===== config.mk =====
export PLATFORM = sky130hd
export DESIGN_NAME = cache_mem_ctrl
export DESIGN_NICKNAME = d
export VERILOG_FILES = /design/src/rtl/cache_pkg.sv /design/src/rtl/sat_counter.sv /design/src/rtl/cache_mem_ctrl.sv
export SDC_FILE = /design/constraint.sdc
export NUM_CORES = 1
export LEC_CHECK = 0
export ABC_AREA = 1
export CAP_MARGIN = 20
export CORE_UTILIZATION = 44
export CTS_BUF_LIST = sky130_fd_sc_hd__clkbuf_4 sky130_fd_sc_hd__clkbuf_8
export CTS_CLUSTER_DIAMETER = 80
export DETAILED_ROUTE_END_ITERATION = 12
export GPL_TIMING_DRIVEN = 0
export PLACE_DENSITY = 0.8
export SETUP_SLACK_MARGIN = 0.1
export SLEW_MARGIN = 20
export SYNTH_ARGS = -nofsm -noshare
export SYNTH_HDL_FRONTEND = slang
export SYNTH_HIERARCHICAL = 1
export SYNTH_SLANG_ARGS = --single-unit

===== constraint.sdc =====
create_clock -name clk -period 1.9 [get_ports clk]
set_input_delay 0.19 -clock clk [delete_from_list [all_inputs] [get_ports clk]]
set_output_delay 0.19 -clock clk [all_outputs]
set_load 0.01 [all_outputs]

===== src/rtl/cache_pkg.sv =====
// Shared types and default widths for the cache-to-DDR2 memory controller slice.
package cache_pkg;

    localparam int ADDR_W = 27;
    localparam int DATA_W = 32;

    typedef enum logic [1:0] {
        IDLE,
        ISSUE,
        WAIT_RD,
        RESP
    } state_t;

    typedef struct packed {
        logic              write;
        logic [ADDR_W-1:0] addr;
        logic [DATA_W-1:0] wdata;
    } req_t;

endpackage


===== src/rtl/sat_counter.sv =====
// Saturating up-counter used as the read-data timeout; done flags count == MAX.
module sat_counter #(
    parameter int MAX = 1023,
    parameter int W   = (MAX > 0) ? $clog2(MAX + 1) : 1
) (
    input  logic         clk,
    input  logic         rstn,
    input  logic         clear,
    input  logic         enable,
    output logic [W-1:0] count,
    output logic         done
);

    logic [W-1:0] count_n;

    always_comb begin
        count_n = count;
        if (clear) begin
            count_n = '0;
        end else if (enable && (count != W'(MAX))) begin
            count_n = count + W'(1);
        end
    end

    always_ff @(posedge clk) begin
        if (!rstn) begin
            count <= '0;
        end else begin
            count <= count_n;
        end
    end

    assign done = (count == W'(MAX));

endmodule


===== src/rtl/cache_mem_ctrl.sv =====
// Single-outstanding bridge from cache miss / write-through requests to a DDR2
// controller command port, with a bounded wait for read data.
module cache_mem_ctrl
    import cache_pkg::*;
#(
    parameter int ADDR_W  = cache_pkg::ADDR_W,
    parameter int DATA_W  = cache_pkg::DATA_W,
    parameter int TIMEOUT = 1023
) (
    input  logic              clk,
    input  logic              rstn,
    input  logic              req_valid,
    output logic              req_ready,
    input  logic              req_write,
    input  logic [ADDR_W-1:0] req_addr,
    input  logic [DATA_W-1:0] req_wdata,
    output logic              resp_valid,
    output logic [DATA_W-1:0] resp_data,
    output logic              resp_err,
    output logic              mem_en,
    input  logic              mem_rdy,
    output logic              mem_we,
    output logic [ADDR_W-1:0] mem_addr,
    output logic [DATA_W-1:0] mem_wdata,
    input  logic              mem_rvalid,
    input  logic [DATA_W-1:0] mem_rdata
);

    localparam int CW = (TIMEOUT > 0) ? $clog2(TIMEOUT + 1) : 1;

    state_t        state;
    state_t        state_n;
    req_t          req_q;
    logic [CW-1:0] cnt_q;
    logic          cnt_clr;
    logic          cnt_en;
    logic          cnt_done;
    logic          timed_out;

    assign cnt_clr = (state == ISSUE) && mem_rdy && !req_q.write;
    assign cnt_en  = (state == WAIT_RD) && !mem_rvalid;

    sat_counter #(
        .MAX (TIMEOUT),
        .W   (CW)
    ) u_timeout (
        .clk    (clk),
        .rstn   (rstn),
        .clear  (cnt_clr),
        .enable (cnt_en),
        .count  (cnt_q),
        .done   (cnt_done)
    );

    // Times out on the cycle whose increment makes the count reach TIMEOUT,
    // so WAIT_RD lasts exactly TIMEOUT cycles; a data beat that cycle still wins.
    assign timed_out = cnt_done || (cnt_en && (cnt_q == CW'(TIMEOUT - 1)));

    always_comb begin
        state_n = state;
        case (state)
            IDLE:    if (req_valid) state_n = ISSUE;
            ISSUE:   if (mem_rdy) state_n = req_q.write ? RESP : WAIT_RD;
            WAIT_RD: if (mem_rvalid || timed_out) state_n = RESP;
            RESP:    state_n = IDLE;
            default: state_n = IDLE;
        endcase
    end

    always_ff @(posedge clk) begin
        if (!rstn) begin
            state      <= IDLE;
            req_q      <= '0;
            req_ready  <= 1'b0;
            mem_en     <= 1'b0;
            resp_valid <= 1'b0;
            resp_err   <= 1'b0;
            resp_data  <= '0;
        end else begin
            state      <= state_n;
            req_ready  <= (state_n == IDLE);
            mem_en     <= (state_n == ISSUE);
            resp_valid <= (state_n == RESP);
            case (state)
                IDLE: begin
                    if (req_valid) begin
                        req_q <= '{write: req_write,
                                   addr:  req_addr & ~ADDR_W'(3),
                                   wdata: req_wdata};
                    end
                end
                ISSUE: begin
                    if (mem_rdy) begin
                        resp_data <= '0;
                        resp_err  <= 1'b0;
                    end
                end
                WAIT_RD: begin
                    if (mem_rvalid) begin
                        resp_data <= mem_rdata;
                        resp_err  <= 1'b0;
                    end else if (timed_out) begin
                        resp_data <= '0;
                        resp_err  <= 1'b1;
                    end
                end
                RESP: begin
                    resp_data <= '0;
                    resp_err  <= 1'b0;
                end
                default: ;
            endcase
        end
    end

    assign mem_we    = req_q.write;
    assign mem_addr  = req_q.addr;
    assign mem_wdata = req_q.wdata;

endmodule


* After elaboration in Yosys (flattened, before gate mapping)
Index checks and enable logic that the tools add are counted.
Cells by class: equal/unequal tests 10, $add $sub $neg 1, bitwise operators 1, multiplexer cells 13, reductions and logical operators 15
Operator list (count):
- $mux W32 | 3
- $pmux W32 S3 | 1
- $eq A10 B10 Y1 const B | 2
- $add A10 B1 Y10 const B | 1
- $ne A10 B10 Y1 const B | 1
- $pmux W2 S4 | 1
- $eq A2 B2 Y1 const B | 3
- $mux W2 | 3
- $logic_and A1 B1 Y1 | 5
- $eq A2 B1 Y1 const B | 2
- $logic_not A2 Y1 | 2
- $mux W1 | 4
- $ne A3 B3 Y1 const B | 1
- $pmux W1 S3 | 1
- $reduce_and A3 Y1 | 1
- $reduce_bool A3 Y1 | 1
- $logic_not A1 Y1 | 2
- $logic_or A1 B1 Y1 | 2
- $ne A2 B2 Y1 const B | 1
- $reduce_and A2 Y1 | 1
- $reduce_or A2 Y1 | 1
- $not A1 Y1 | 1
Word-level totals: logic and storage cells 50, flip-flop bits (word level) 106, bits of input ports 97

* Logic depth before layout (Yosys ltp)
depth in word-level cells 8, depth in mapped cells 12, mapped depth without buffers 11

* Hierarchy
The synthesis kept the hierarchy.
Modules (own cells, without submodules):
- cache_mem_ctrl | cells each 530, area an instance 3872.5 µm², times used 1, sequential area each 1921.8 µm²
- sat_counter | cells each 89, area an instance 614.3 µm², times used 1, sequential area each 200.2 µm²

* Least setup slack after synthesis
No wires, ideal clock.
kind flip-flop to flip-flop, start point reg u_timeout.count[0], end point reg resp_data[10], period minus slack after synthesis 1.606 ns, path buffers 2, arrival 1.492 ns, setup slack 0.294 ns, data required time 1.787 ns, stages on the path, launching flop included 12, cell sequence dfxtp_1 ha_1 nand2_2 nor2_4 nand2_1 nor2_2 nor3_1 nand2_2 buf_6 buf_8 a21oi_2 nor2_1
RTL lines:
- start, declared | RTL line sat_counter.sv:10 | output logic [W-1:0] count,
- start signal, assigned | RTL line sat_counter.sv:29 | count <= count_n;
- $eq A10 B10 Y1 | RTL line sat_counter.sv:33 | assign done = (count == W'(MAX));
- via cnt_done | RTL line cache_mem_ctrl.sv:37 | logic cnt_done;
- $logic_or A1 B1 Y1 | RTL line cache_mem_ctrl.sv:57 | assign timed_out = cnt_done || (cnt_en && (cnt_q == CW'(TIMEOUT - 1)));
- $ne A3 B3 Y1 (no source line)
- $reduce_and A3 Y1 (no source line)
- end signal, assigned | RTL line cache_mem_ctrl.sv:100 | resp_data <= mem_rdata;
- end, declared | RTL line cache_mem_ctrl.sv:18 | output logic [DATA_W-1:0] resp_data,
The timed path passes the listed nets, and every way through them passes these cells. A chain may end at the register's enable or synchronous reset.

* Final worst setup path
start point reg u_timeout.count[1], end point reg resp_data[9]
Same word-level chain as after synthesis.

==> key figures <==
Cells and area
  – Final Cell Area: 6820 um2
  – Area of the multi-input gates: 2050 um2
  – ANT cells: 0
  – FF+latch area: 2130 um2
  – Commonest cells after routing, fill and taps aside: 188 x clkdlybuf4s50_1, 187 x nor2_1, 104 x dfxtp_1
  – # fillers: 815
  – Leading cell type in the layout, fill and taps excluded: clkdlybuf4s50_1
  – Area Growth Syn to Fin: 51.9%
  – Nets: 922
  – Share of post-route cells with drive strength above 1: 0.105

Setup path
  – Slowest CP cell: dfxtp_4
  – CP arrival: 1.99 ns
  – Worst path top cell family by delay: simple AND/OR/NAND/NOR gates
  – Slowest stage delay, CP: 0.38 ns
  – Peak fanout along the critical path: 10
  – Critical path class: flop to flop
  – Critical Path RT: 2.19 ns
  – CP most frequent cell: nand2_2
  – Critical path launch point type: flop
  – Cells along the critical path: ha_4, nand2_2, nor2_4, nand2_2, nor2_4, nor3_2, nand2_2, buf_8, nand2_4, nand2_1, nand2_1, nor2_1
  – WP buf/inv: 1
  – Setup crit end kind: flop

Synth
  – Netlist cell types: 29
  – Post-synth EDFFs: 0
  – FF+latch count, synth: 106
  – Ys flop type: dfxtp_1
  – Avg Cell Area, Syn: 7.25 um2
  – Synth async-reset ratio: 0
  – Warnings, synthesis: 6
  – Synthesized area: 4490 um2
  – Syn Inst Count: 619
  – Sequential area share after synthesis: 0.473

Drt
  – Wire per inst: 13.3 um
  – DRC violations left: 0
  – Drt via density: 4.76
  – Post-route ant nets: 0
  – Initial DRC Count: 132
  – Drt pass-1 iters: 4
  – Via count: 4576
  – WL final: 12800 um

Placement
  – DP Wirelength: 9690 um
  – Routability Congestion: 0.815
  – IO buf count: 188
  – Area after DPL: 6540 um2

Floorplan
  – Die width: 103 um
  – I/O Pins: 193
  – Die H: 103 um
  – Die area: 10600 um2
  – Std-Cell Rows: 36
  – Core footprint: 9820 um2
  – Initial Utilization: 0.457

STA
  – Maximum clock rate: 591 MHz
  – Slew Limit Fails: 0
  – Tightest Pin Transition: 0.550 ns
  – RSZ-0062 raised after global routing: no
  – Slew margin rel.: 0.630
  – Minimum clock period: 1.69 ns
  – Final setup skew: 0.0205 ns
  – Ratio of final minimum period to clock period: 0.891
  – Setup Viol. Count Final: 0
  – Count of final hold-check violations: 0
  – Setup_tns: 0 ns

Clock network
  – Root buf cell: clkbuf_8
  – CTS tree: yes
  – H-Tree Depth: 3
  – CTS Hold Buffers Added: 0
  – CTS Buffer Depth: 2
  – Clock-pin slew on the worst setup and hold paths: 0.10 ns
  – CTS buffer count: 9
  – Worst-Skew Late Latency: 0.37 ns
  – Num Clock Sinks: 106

Status
  – Outcome: finished, final reports clean

Power and ir drop
  – Cell Pwr Density: 779 nW/um2
  – LEAKAGE: 2.77 nW
  – Peak VDD IR: 0.554 mV
  – Power Total: 5.31 mW

GRT
  – GRT Total Usage: 0.240
  – Vias in the first global route: 4343
  – Largest net degree at the start of global routing: 17
  – First-pass GRT wire length: 19700 um
  – Global route overflow: 0
  – Initial antenna violation count: 0

Flow run
  – Max-Cap Viols: 0

Worst hold path
  – Hold WC Path Type: input pin to flop
-- registers in the layout, summed over array words and instances (netlist names) --
signal	flops
mem_wdata	32
resp_data	32
mem_addr	25
u_timeout/count	10
state	2
mem_en	1
mem_we	1
req_ready	1
resp_err	1
resp_valid	1
-- metrics by stage --
step / utilization / cells / worst slack [ns] / hold slack [ns]
6_report: 0.694 / 962 / 0.207 / 0.434
5_1_grt: 0.694 / 962 / 0.0818 / 0.426
4_1_cts: 0.685 / 957 / 0.104 / 0.426
3_5_place_dp: 0.666 / 941 / -0.0901 / 0.472
3_3_place_gp: 0.666 / 941 / -0.0650 / 0.462
2_1_floorplan: - / 620 / 0.294 / 0.339
-- cells by family (layout without fill, tap and decap cells) --
family                     after synthesis  count (layout)  share of synthesized area
other                                    1               2                   0.000836
and+or+nand+nor                        345             345                      0.323
buffers and inverters                   69             278                     0.0756
AOI/OAI and AO/OA                       97              97                      0.125
adders and majority gates                1               1                    0.00279
DFF                                    106             106                      0.473
-- Yosys cell counts (2+ instances only) --
master    instances  area, um2
nor2_1          187        702
dfxtp_1         106       2120
nand2_1         102        383
o21ai_0          56        280
nand3_1          35        175
inv_1            27        101
a21oi_2          20        175
clkbuf_1         16       60.1
a21oi_1          15       75.1
buf_2             9       45.0
buf_4             8       60.1
o21ai_1           6       30.0
nand2_2           5       31.3
nor2_4            4       45.0
inv_2             3       11.3
nor3_1            3       15.0
buf_6             2       22.5
buf_8             2       30.0
nand2_4           2       22.5
nor2_2            2       12.5
-- worst reg2reg max path: stages, from the launching register on --
cell and delay [ns]:
dfxtp_4 0.38, ha_4 0.14, nand2_2 0.07, nor2_4 0.17, nand2_2 0.09, nor2_4 0.12, nor3_2 0.05, nand2_2 0.12
buf_8 0.15, nand2_4 0.09, nand2_1 0.08, nand2_1 0.05, nor2_1 0.12
-- worst paths after layout --
check,from,slack (ns),cells after the start,endpoint
max,u_timeout/count[1],0.21,12,resp_data[9]
min,req_wdata[30],0.43,3,mem_wdata[30]
max reg2reg,u_timeout/count[1],0.21,12,resp_data[9]
min reg2reg,mem_wdata[13],0.49,2,mem_wdata[13]
-- power breakdown --
group	total (mW)	internal [mW]	leakage, nW	switching (mW)
sequential	2.54	2.43	0.874	0.116
combinational	1.44	0.763	1.80	0.677
clock	1.32	0.564	0.0983	0.760
total	5.31	3.75	2.77	1.55
-- per-layer routing --
| layer | vias to the layer above | part of all wire | global-route usage |
|---|---|---|---|
| li1 | 2348 | - | - |
| met1 | 2040 | 0.40 | 0.264 |
| met2 | 171 | 0.47 | 0.418 |
| met3 | 17 | 0.11 | 0.106 |
| met4 | 0 | 0.015 | 0.0737 |
| met5 | - | 0 | 0 |
-- layout make-up --
cell class / instances / share of cell area
buffer: 39 / 0.0349
clock buffer: 13 / 0.0235
clock inverter: 3 / 0.00330
inverter: 30 / 0.0165
multi-input combinational: 445 / 0.301
sequential: 106 / 0.312
tap: 133 / 0.0244
timing repair buffer: 193 / 0.283
-- what timing repair did --
action                                  in CTS  in global routing
gates resized for setup                      3                 11
pin swaps                                    0                  4
endpoints found under the setup margin      30                 36
setup buffers                                0                  5
Power figures use the tool's default switching activity.
